File: config.mk
export PLATFORM = sky130hd
export DESIGN_NAME = fwd_hazard_ctrl
export DESIGN_NICKNAME = d
export VERILOG_FILES = /design/src/rtl/fwd_hazard_ctrl_pkg.sv /design/src/rtl/fwd_hazard_ctrl_sel.sv /design/src/rtl/fwd_hazard_ctrl.sv
export SDC_FILE = /design/constraint.sdc
export NUM_CORES = 1
export LEC_CHECK = 0
export ABC_AREA = 1
export ABC_CLOCK_PERIOD_IN_PS = 1600
export BUFFER_PORTS_ARGS = -buffer_cell sky130_fd_sc_hd__buf_2
export CAP_MARGIN = 20
export CORE_MARGIN = 2
export CORE_UTILIZATION = 55
export DETAILED_ROUTE_END_ITERATION = 12
export PLACE_DENSITY = 0.87
export REMOVE_ABC_BUFFERS = 1
export SYNTH_ARGS = -nofsm -noshare
export SYNTH_HDL_FRONTEND = slang
export SYNTH_SLANG_ARGS = --single-unit
export TNS_END_PERCENT = 100
File: constraint.sdc
create_clock -name clk_i -period 1.6 [get_ports clk_i]
set_clock_uncertainty 0.05 [all_clocks]
set_input_delay 0.16 -clock clk_i [delete_from_list [all_inputs] [get_ports clk_i]]
set_output_delay 0.16 -clock clk_i [all_outputs]
set_load 0.01 [all_outputs]
File: src/rtl/fwd_hazard_ctrl_pkg.sv
// rtl/fwd_hazard_ctrl_pkg.sv - forwarding select codes and scoreboard entry layout
package fwd_hazard_ctrl_pkg;

    localparam logic [1:0] FWD_REG = 2'b00;
    localparam logic [1:0] FWD_WB  = 2'b01;
    localparam logic [1:0] FWD_MEM = 2'b10;

    localparam int SB_AW = 5;
    localparam logic [SB_AW-1:0] REG_ZERO = '0;

    typedef struct packed {
        logic             valid;
        logic             regwr;
        logic             memrd;
        logic [SB_AW-1:0] rd;
        logic [SB_AW-1:0] rs;
        logic [SB_AW-1:0] rt;
        logic             use_rs;
        logic             use_rt;
    } sb_entry_t;

endpackage

File: src/rtl/fwd_hazard_ctrl_sel.sv
// rtl/fwd_hazard_ctrl_sel.sv - one operand's forwarding select from the MEM and WB entries
module fwd_sel_logic
    import fwd_hazard_ctrl_pkg::*;
(
    input  logic             src_valid,
    input  logic             use_src,
    input  logic [SB_AW-1:0] src,
    input  sb_entry_t        mem_entry,
    input  sb_entry_t        wb_entry,
    output logic [1:0]       sel
);

    logic mem_hit;
    logic wb_hit;
    logic unused_fields;

    assign mem_hit = src_valid & use_src & mem_entry.valid & mem_entry.regwr &
                     (mem_entry.rd != REG_ZERO) & (mem_entry.rd == src);
    assign wb_hit  = src_valid & use_src & wb_entry.valid & wb_entry.regwr &
                     (wb_entry.rd != REG_ZERO) & (wb_entry.rd == src);

    // The younger EX/MEM result always wins over MEM/WB.
    always_comb begin
        sel = FWD_REG;
        if (mem_hit) begin
            sel = FWD_MEM;
        end else if (wb_hit) begin
            sel = FWD_WB;
        end
    end

    assign unused_fields = ^{mem_entry.memrd, mem_entry.rs, mem_entry.rt, mem_entry.use_rs,
                             mem_entry.use_rt, wb_entry.memrd, wb_entry.rs, wb_entry.rt,
                             wb_entry.use_rs, wb_entry.use_rt};

endmodule

File: src/rtl/fwd_hazard_ctrl.sv
// rtl/fwd_hazard_ctrl.sv - EX/MEM/WB scoreboard driving operand forwarding and load-use stalls
module fwd_hazard_ctrl
    import fwd_hazard_ctrl_pkg::*;
#(
    parameter int REG_AW = SB_AW,
    parameter int CNT_W  = 16
) (
    input  logic              clk_i,
    input  logic              rst_i,
    input  logic              id_valid_i,
    input  logic [REG_AW-1:0] id_rs_i,
    input  logic [REG_AW-1:0] id_rt_i,
    input  logic              id_use_rs_i,
    input  logic              id_use_rt_i,
    input  logic [REG_AW-1:0] id_rd_i,
    input  logic              id_regwr_i,
    input  logic              id_memrd_i,
    input  logic              flush_i,
    output logic [1:0]        fwd_a_sel_o,
    output logic [1:0]        fwd_b_sel_o,
    output logic              stall_o,
    output logic [CNT_W-1:0]  stall_cnt_o
);

    sb_entry_t        ex_q;
    sb_entry_t        mem_q;
    sb_entry_t        wb_q;
    logic [CNT_W-1:0] stall_cnt_q;
    logic             hz;

    fwd_sel_logic u_sel_a (
        .src_valid (ex_q.valid),
        .use_src   (ex_q.use_rs),
        .src       (ex_q.rs),
        .mem_entry (mem_q),
        .wb_entry  (wb_q),
        .sel       (fwd_a_sel_o)
    );

    fwd_sel_logic u_sel_b (
        .src_valid (ex_q.valid),
        .use_src   (ex_q.use_rt),
        .src       (ex_q.rt),
        .mem_entry (mem_q),
        .wb_entry  (wb_q),
        .sel       (fwd_b_sel_o)
    );

    // A load still in EX cannot forward yet; its consumer in ID must wait one cycle.
    assign hz = id_valid_i & ex_q.valid & ex_q.memrd & ex_q.regwr & (ex_q.rd != REG_ZERO) &
                ((id_use_rs_i & (ex_q.rd == id_rs_i)) | (id_use_rt_i & (ex_q.rd == id_rt_i)));

    assign stall_o     = hz & ~flush_i;
    assign stall_cnt_o = stall_cnt_q;

    always_ff @(posedge clk_i) begin
        if (rst_i) begin
            ex_q        <= '0;
            mem_q       <= '0;
            wb_q        <= '0;
            stall_cnt_q <= '0;
        end else begin
            wb_q  <= mem_q;
            mem_q <= ex_q;
            if (id_valid_i && !flush_i && !stall_o) begin
                ex_q <= '{valid:  1'b1,
                          regwr:  id_regwr_i,
                          memrd:  id_memrd_i,
                          rd:     id_rd_i,
                          rs:     id_rs_i,
                          rt:     id_rt_i,
                          use_rs: id_use_rs_i,
                          use_rt: id_use_rt_i};
            end else begin
                ex_q <= '0;
            end
            if (stall_o && (stall_cnt_q != '1)) begin
                stall_cnt_q <= stall_cnt_q + 1'b1;
            end
        end
    end

endmodule

# Yosys cells after proc, flatten, opt, wreduce, memory -nomap -nowiden
# Index checks and enable logic that the tools add are counted.
# W data, S select, Z words.
[totals]
ff_bits = 50
latch_bits = 0
ramBits = 0
rom_bits = 0
out_inout_bits = 21
elab_cells = 66
memories = 0
[op_classes]
add_sub_neg = 1
multipliers = 0
div_mod_pow = 0
magnitude_cmp = 0
n_eq_ne = 7
shifts = 0
muxes = 5
n_bitwise = 29
n_reduce_logical = 9
[ops]
columns = ["op", "count"]
rows = [
  ["$eq A5 B5 Y1", 6],
  ["$and A1 B1 Y1", 26],
  ["$mux W20", 1],
  ["$add A16 B1 Y16 const B", 1],
  ["$ne A16 B16 Y1 const B", 1],
  ["$reduce_bool A5 Y1", 3],
  ["$mux W2", 2],
  ["$logic_and A1 B1 Y1", 3],
  ["$logic_not A1 Y1", 2],
  ["$mux W1", 2],
  ["$not A1 Y1", 2],
  ["$reduce_or A2 Y1", 1],
  ["$or A1 B1 Y1", 1],
]

# Depth between registers and ports, before layout
[logic_depth]
ltp_word = 10
ltp_mapped = 11
depth_no_buf = 11

# Modules after synthesis
# A second synthesis with hierarchy kept.
[hier_totals]
hier_cells = 498
hier_area_um2 = 3329.4
[by_module_without_submodules]
columns = ["mod", "n_inst", "cells_each", "area_per_inst_um2", "seq_area_each_um2"]
rows = [
  ["fwd_hazard_ctrl", 1, 380, 2826.5, 1521.5],
  ["fwd_sel_logic", 2, 59, 251.5, 0.0],
]

# Worst setup path before layout
# No wires, ideal clock.
[synth_timing]
path_kind = "reg-to-reg"
start = "register stall_cnt_q[1] (netlist: stall_cnt_o[1])"
end = "register stall_cnt_q[13] (netlist: stall_cnt_o[13])"
arrival_time_ns = 1.314
t_required_ns = 1.435
slack_ns = 0.121
path_stages_with_launch = 11
n_path_buf = 0
period_less_slack_ns = 1.479
cell_sequence = "dfxtp_1 ha_1 nand3_1 inv_2 nand2_1 inv_2 nand3_2 nand2_1 nor2_1 a21oi_1 nor2_1"
[synth_via]
elab_chain_len = 2
[synth_rtl]
columns = ["item", "line_no", "source"]
rows = [
  ["start: declaration", "fwd_hazard_ctrl.sv:28", "logic [CNT_W-1:0] stall_cnt_q;"],
  ["start signal: assignment", "fwd_hazard_ctrl.sv:78", "stall_cnt_q <= stall_cnt_q + 1'b1;"],
  ["parallel branches: the longest is 2 deep, another holds $add A16 B1 Y16", "n/a", ""],
]
# Parallel ways; which one is timed is not known.
# A chain may end at the register's enable or synchronous reset.

# Worst setup path in the final report
[layout_timing]
start = "register ex_q[14] (netlist bit)"
end = "output port stall_o"
[layout_via]
elab_chain_len = 5
[layout_rtl]
columns = ["item", "line_no", "source"]
rows = [
  ["start: declaration", "fwd_hazard_ctrl.sv:25", "sb_entry_t ex_q;"],
  ["start signal: assignment", "fwd_hazard_ctrl.sv:66", "ex_q <= '{valid: 1'b1,"],
  ["$eq A5 B5 Y1", "fwd_hazard_ctrl.sv:51", "((id_use_rs_i & (ex_q.rd == id_rs_i)) | (id_use_rt_i & (ex_q.rd == id_rt_i)));"],
  ["$and A1 B1 Y1", "fwd_hazard_ctrl.sv:51", ""],
  ["$or A1 B1 Y1", "fwd_hazard_ctrl.sv:51", ""],
  ["$and A1 B1 Y1 *", "fwd_hazard_ctrl.sv:50", "assign hz = id_valid_i & ex_q.valid & ex_q.memrd & ex_q.regwr & (ex_q.rd != REG_ZERO) &"],
  ["$and A1 B1 Y1 *", "fwd_hazard_ctrl.sv:53", "assign stall_o = hz & ~flush_i;"],
  ["end: declaration", "fwd_hazard_ctrl.sv:21", "output logic stall_o,"],
]
# Mark *: on every way between the ends. The rest lies on a longest branch, timed or not.

==> impl_metrics.tcl <==
set metrics [dict create \
    yosysSeqAreaShare 0.405 \
    ys_ff_latch 50 \
    fin_crit_sh 1.11 \
    crit_path_max_incr_delay_ps 360 \
    max_slew_margin 0.799 \
    cts_tree "done" \
    cp.required_ps 1390 \
    ir_worst_vdd_uv 749 \
    design.core.area_um2 4350 \
    path_cells "inv_2, nand2_1, nand2_1, nor2_2, nand3_2, a21oi_4, buf_12, buf_6" \
    first_iter_violations 146 \
    failed_checks "negative hold slack, negative setup slack" \
    clkSinkCount 50 \
    rr_endpoint "stall_cnt_o[7]" \
    hp-class "input pin to register" \
    whs_endpoint "ex_q[14]" \
    final-setup-viol-count 16 \
    post-route-util 0.754 \
    pwr-share-clk 0.385 \
    fin_area_um2 3280 \
    status "finished with violations" \
    p_seq_frac 0.536 \
    path_class "register to primary output" \
    io_buffers 43 \
    hp-start "id_rd_i[2]" \
    ff_latch_area_um2 1040 \
    synth_fa_ha_area_frac 0.00506 \
    synth_xor_area_frac 0.0496 \
    grt_pass1_vias 2307 \
    synth_edf_count 0 \
    async_flop_share 0 \
    hold-path-cell-count 3 \
    maxCapViolations 0 \
    initial_core_util 0.568 \
    r2r_slack_ps -150 \
    synthesis.area_um2 2470 \
    clockBufferDepth 2 \
    drc 0 \
    cellInternalPower_mw 1.81 \
    crit_path_end_kind "primary output" \
    worst_slew_pin_slew_ps 301 \
    fin_ws_ps -171 \
    path_max_fanout 4 \
    synth_compound_area_frac 0.0602 \
    die_y_um 71.1 \
    grt_max_degree 21 \
    first_pass_iters 5 \
    slowest_stage "dfxtp_2" \
    wl_mm 6.81 \
    antenna_found_initial 0 \
    setup_tns_ps -1310 \
    crit_arrival_ps 1560 \
    period_minus_slack_ps 1770 \
    fmax_mhz 565 \
    vias 2541 \
    switching_share 0.242 \
    nets 459 \
    synth_top_family_by_area "simple AND/OR/NAND/NOR gates" \
    gp_congestion 0.886 \
    power_switching_mw 0.577 \
    clockRootBuffer "clkbuf_8" \
    grt_pass1_wl_mm 9.79 \
    htreeDepth 2 \
    slew_viol_final 0 \
    numCtsBuffers 5 \
    grt-ovfl-total 0 \
    fill_cells 291 \
    drive_above_1_share 0.356 \
    clock_latency_ps 320 \
    static-leakage-power_nw 1.61 \
    critPathBufInv 3 \
    multi_input_area_um2 1340 \
    die_x_um 71.1 \
    ff2ff_path_depth 11 \
    yosys.area_share.simple 0.356 \
    totalPowerFinal_mw 2.39 \
    muxShareOfSynthArea 0 \
    timing.rr.start "ex_q[14]" \
    ant_nets 0 \
    path_delay_family "simple AND/OR/NAND/NOR gates" \
    ys_types 30 \
    ys_warn_count 0 \
    grt_util_all_layers 0.242 \
    path_clk_slew_ps 90 \
    areaGrowthSynthToFinish_pct 32.7 \
    startpoint "ex_q[14]" \
    synthFlopType "dfxtp_1" \
    synth_cells 366 \
    crit_top_cell "nand2_1" \
    rsz0062_at_grt "yes" \
    antenna_cells 0 \
    power_density_nw_per_um2 727 \
    dieArea_um2 5050 \
    finalHoldViolations 2 \
    viasPerCell 5.21 \
    cp-start-kind "register" \
    syn_area_per_cell_um2 6.76 \
    combPwrFrac 0.079 \
    io_pins 44 \
    row_count 24 \
    wl_per_cell_um 14.0 \
    dp_hpwl_mm 4.15 \
    whs_ps -3.52 \
    place_area_um2 2820 \
]
cells by family (layout without fill, tap and decap cells):
family / count (synthesis) / count (layout)
flops: 50 / 50
compound gates: 22 / 22
xor+xnor: 14 / 14
buf+inv: 76 / 146
fa+ha+maj: 1 / 1
simple gates: 203 / 203
metrics by stage:
stage | setup WS, ps | hold slack (ps) | instances
after floorplan | -36.1 | 181 | 358
after global placement | 12.8 | 325 | 466
after detailed placement | 3.27 | 330 | 466
after CTS | -92.8 | 2.60 | 481
after global routing | -239 | 2.59 | 488
final | -171 | -3.52 | 488
cell usage after synthesis (2+ instances only):
cell type  count  area, µm²
a211oi_1       2       15.0
a21oi_1        8       40.0
buf_4          4       30.0
clkbuf_1       2       7.51
dfxtp_1       50       1000
inv_1         58        218
inv_2         10       37.5
nand2_1       70        263
nand2_2        2       12.5
nand3_1       29        145
nand3_2        3       30.0
nand4_1        4       25.0
nor2_1        83        312
nor2_4         2       22.5
nor3_1         6       30.0
o21bai_1       7       52.6
xnor2_1        9       78.8
xor2_1         5       43.8
worst min-delay path: stages:
cell    delay [ps]
buf_2           90
inv_1           40
nor2_1          40
sequential cells by signal (all words and copies together) (netlist names):
| name | count |
|---|---|
| mem_q | 7 |
| stall_cnt_o | 16 |
| ex_q | 20 |
| wb_q | 7 |
power groups by stage:
stage	sequential [mW]	clock, mW	combinational [mW]
after floorplan	1.30	0	0.0890
after global placement	1.31	0	0.147
after detailed placement	1.31	0	0.151
after CTS	1.28	0.905	0.164
after global routing	1.28	0.973	0.207
final	1.28	0.918	0.189
area by class of cell:
cell class                      instances  area share
Clock buffer                            5      0.0210
Clock inverter                          3      0.0133
Inverter                               68      0.0793
Multi-Input combinational cell        240       0.408
Sequential cell                        50       0.316
Tap cell                               52      0.0198
Timing Repair Buffer                   70       0.142
how the worst max path moves through the flow:
stage                                  to  slack (ps)  cells past startpoint
after floorplan                   ex_q[0]         -40                      7
after global placement    stall_cnt_o[11]          10                     10
after detailed placement  stall_cnt_o[11]           3                     10
after CTS                         stall_o         -90                      8
after global routing       stall_cnt_o[7]        -240                     11
final                             stall_o        -170                      8
routing by layer:
| layer | GRT usage | wire [µm] | vias to the layer above |
|---|---|---|---|
| li1 | - | - | 1249 |
| met1 | 0.297 | 2770 | 1145 |
| met2 | 0.420 | 3390 | 126 |
| met3 | 0.0442 | 439 | 21 |
| met4 | 0.0943 | 204 | 0 |
| met5 | 0 | 0 | - |
placed cells by master (no fill, tap or decap), types with 9 or more instances in the layout:
cell type  count
buf_2         41
buf_4         21
dfxtp_1       31
dfxtp_2       14
inv_1         54
inv_2         12
nand2_1       60
nand2_2       11
nand3_1       25
nor2_1        71
nor2_2         9
what timing repair did:
| action | in CTS | in global routing |
|---|---|---|
| pin swaps | 2 | 16 |
| gates resized for setup | 24 | 54 |
| setup endpoints to repair | 6 | 41 |
| setup buffers | 4 | 7 |
| hold buffers | 3 | 0 |
| endpoints found under the hold margin | 3 | 0 |
(Power assumes the default switching activity.)
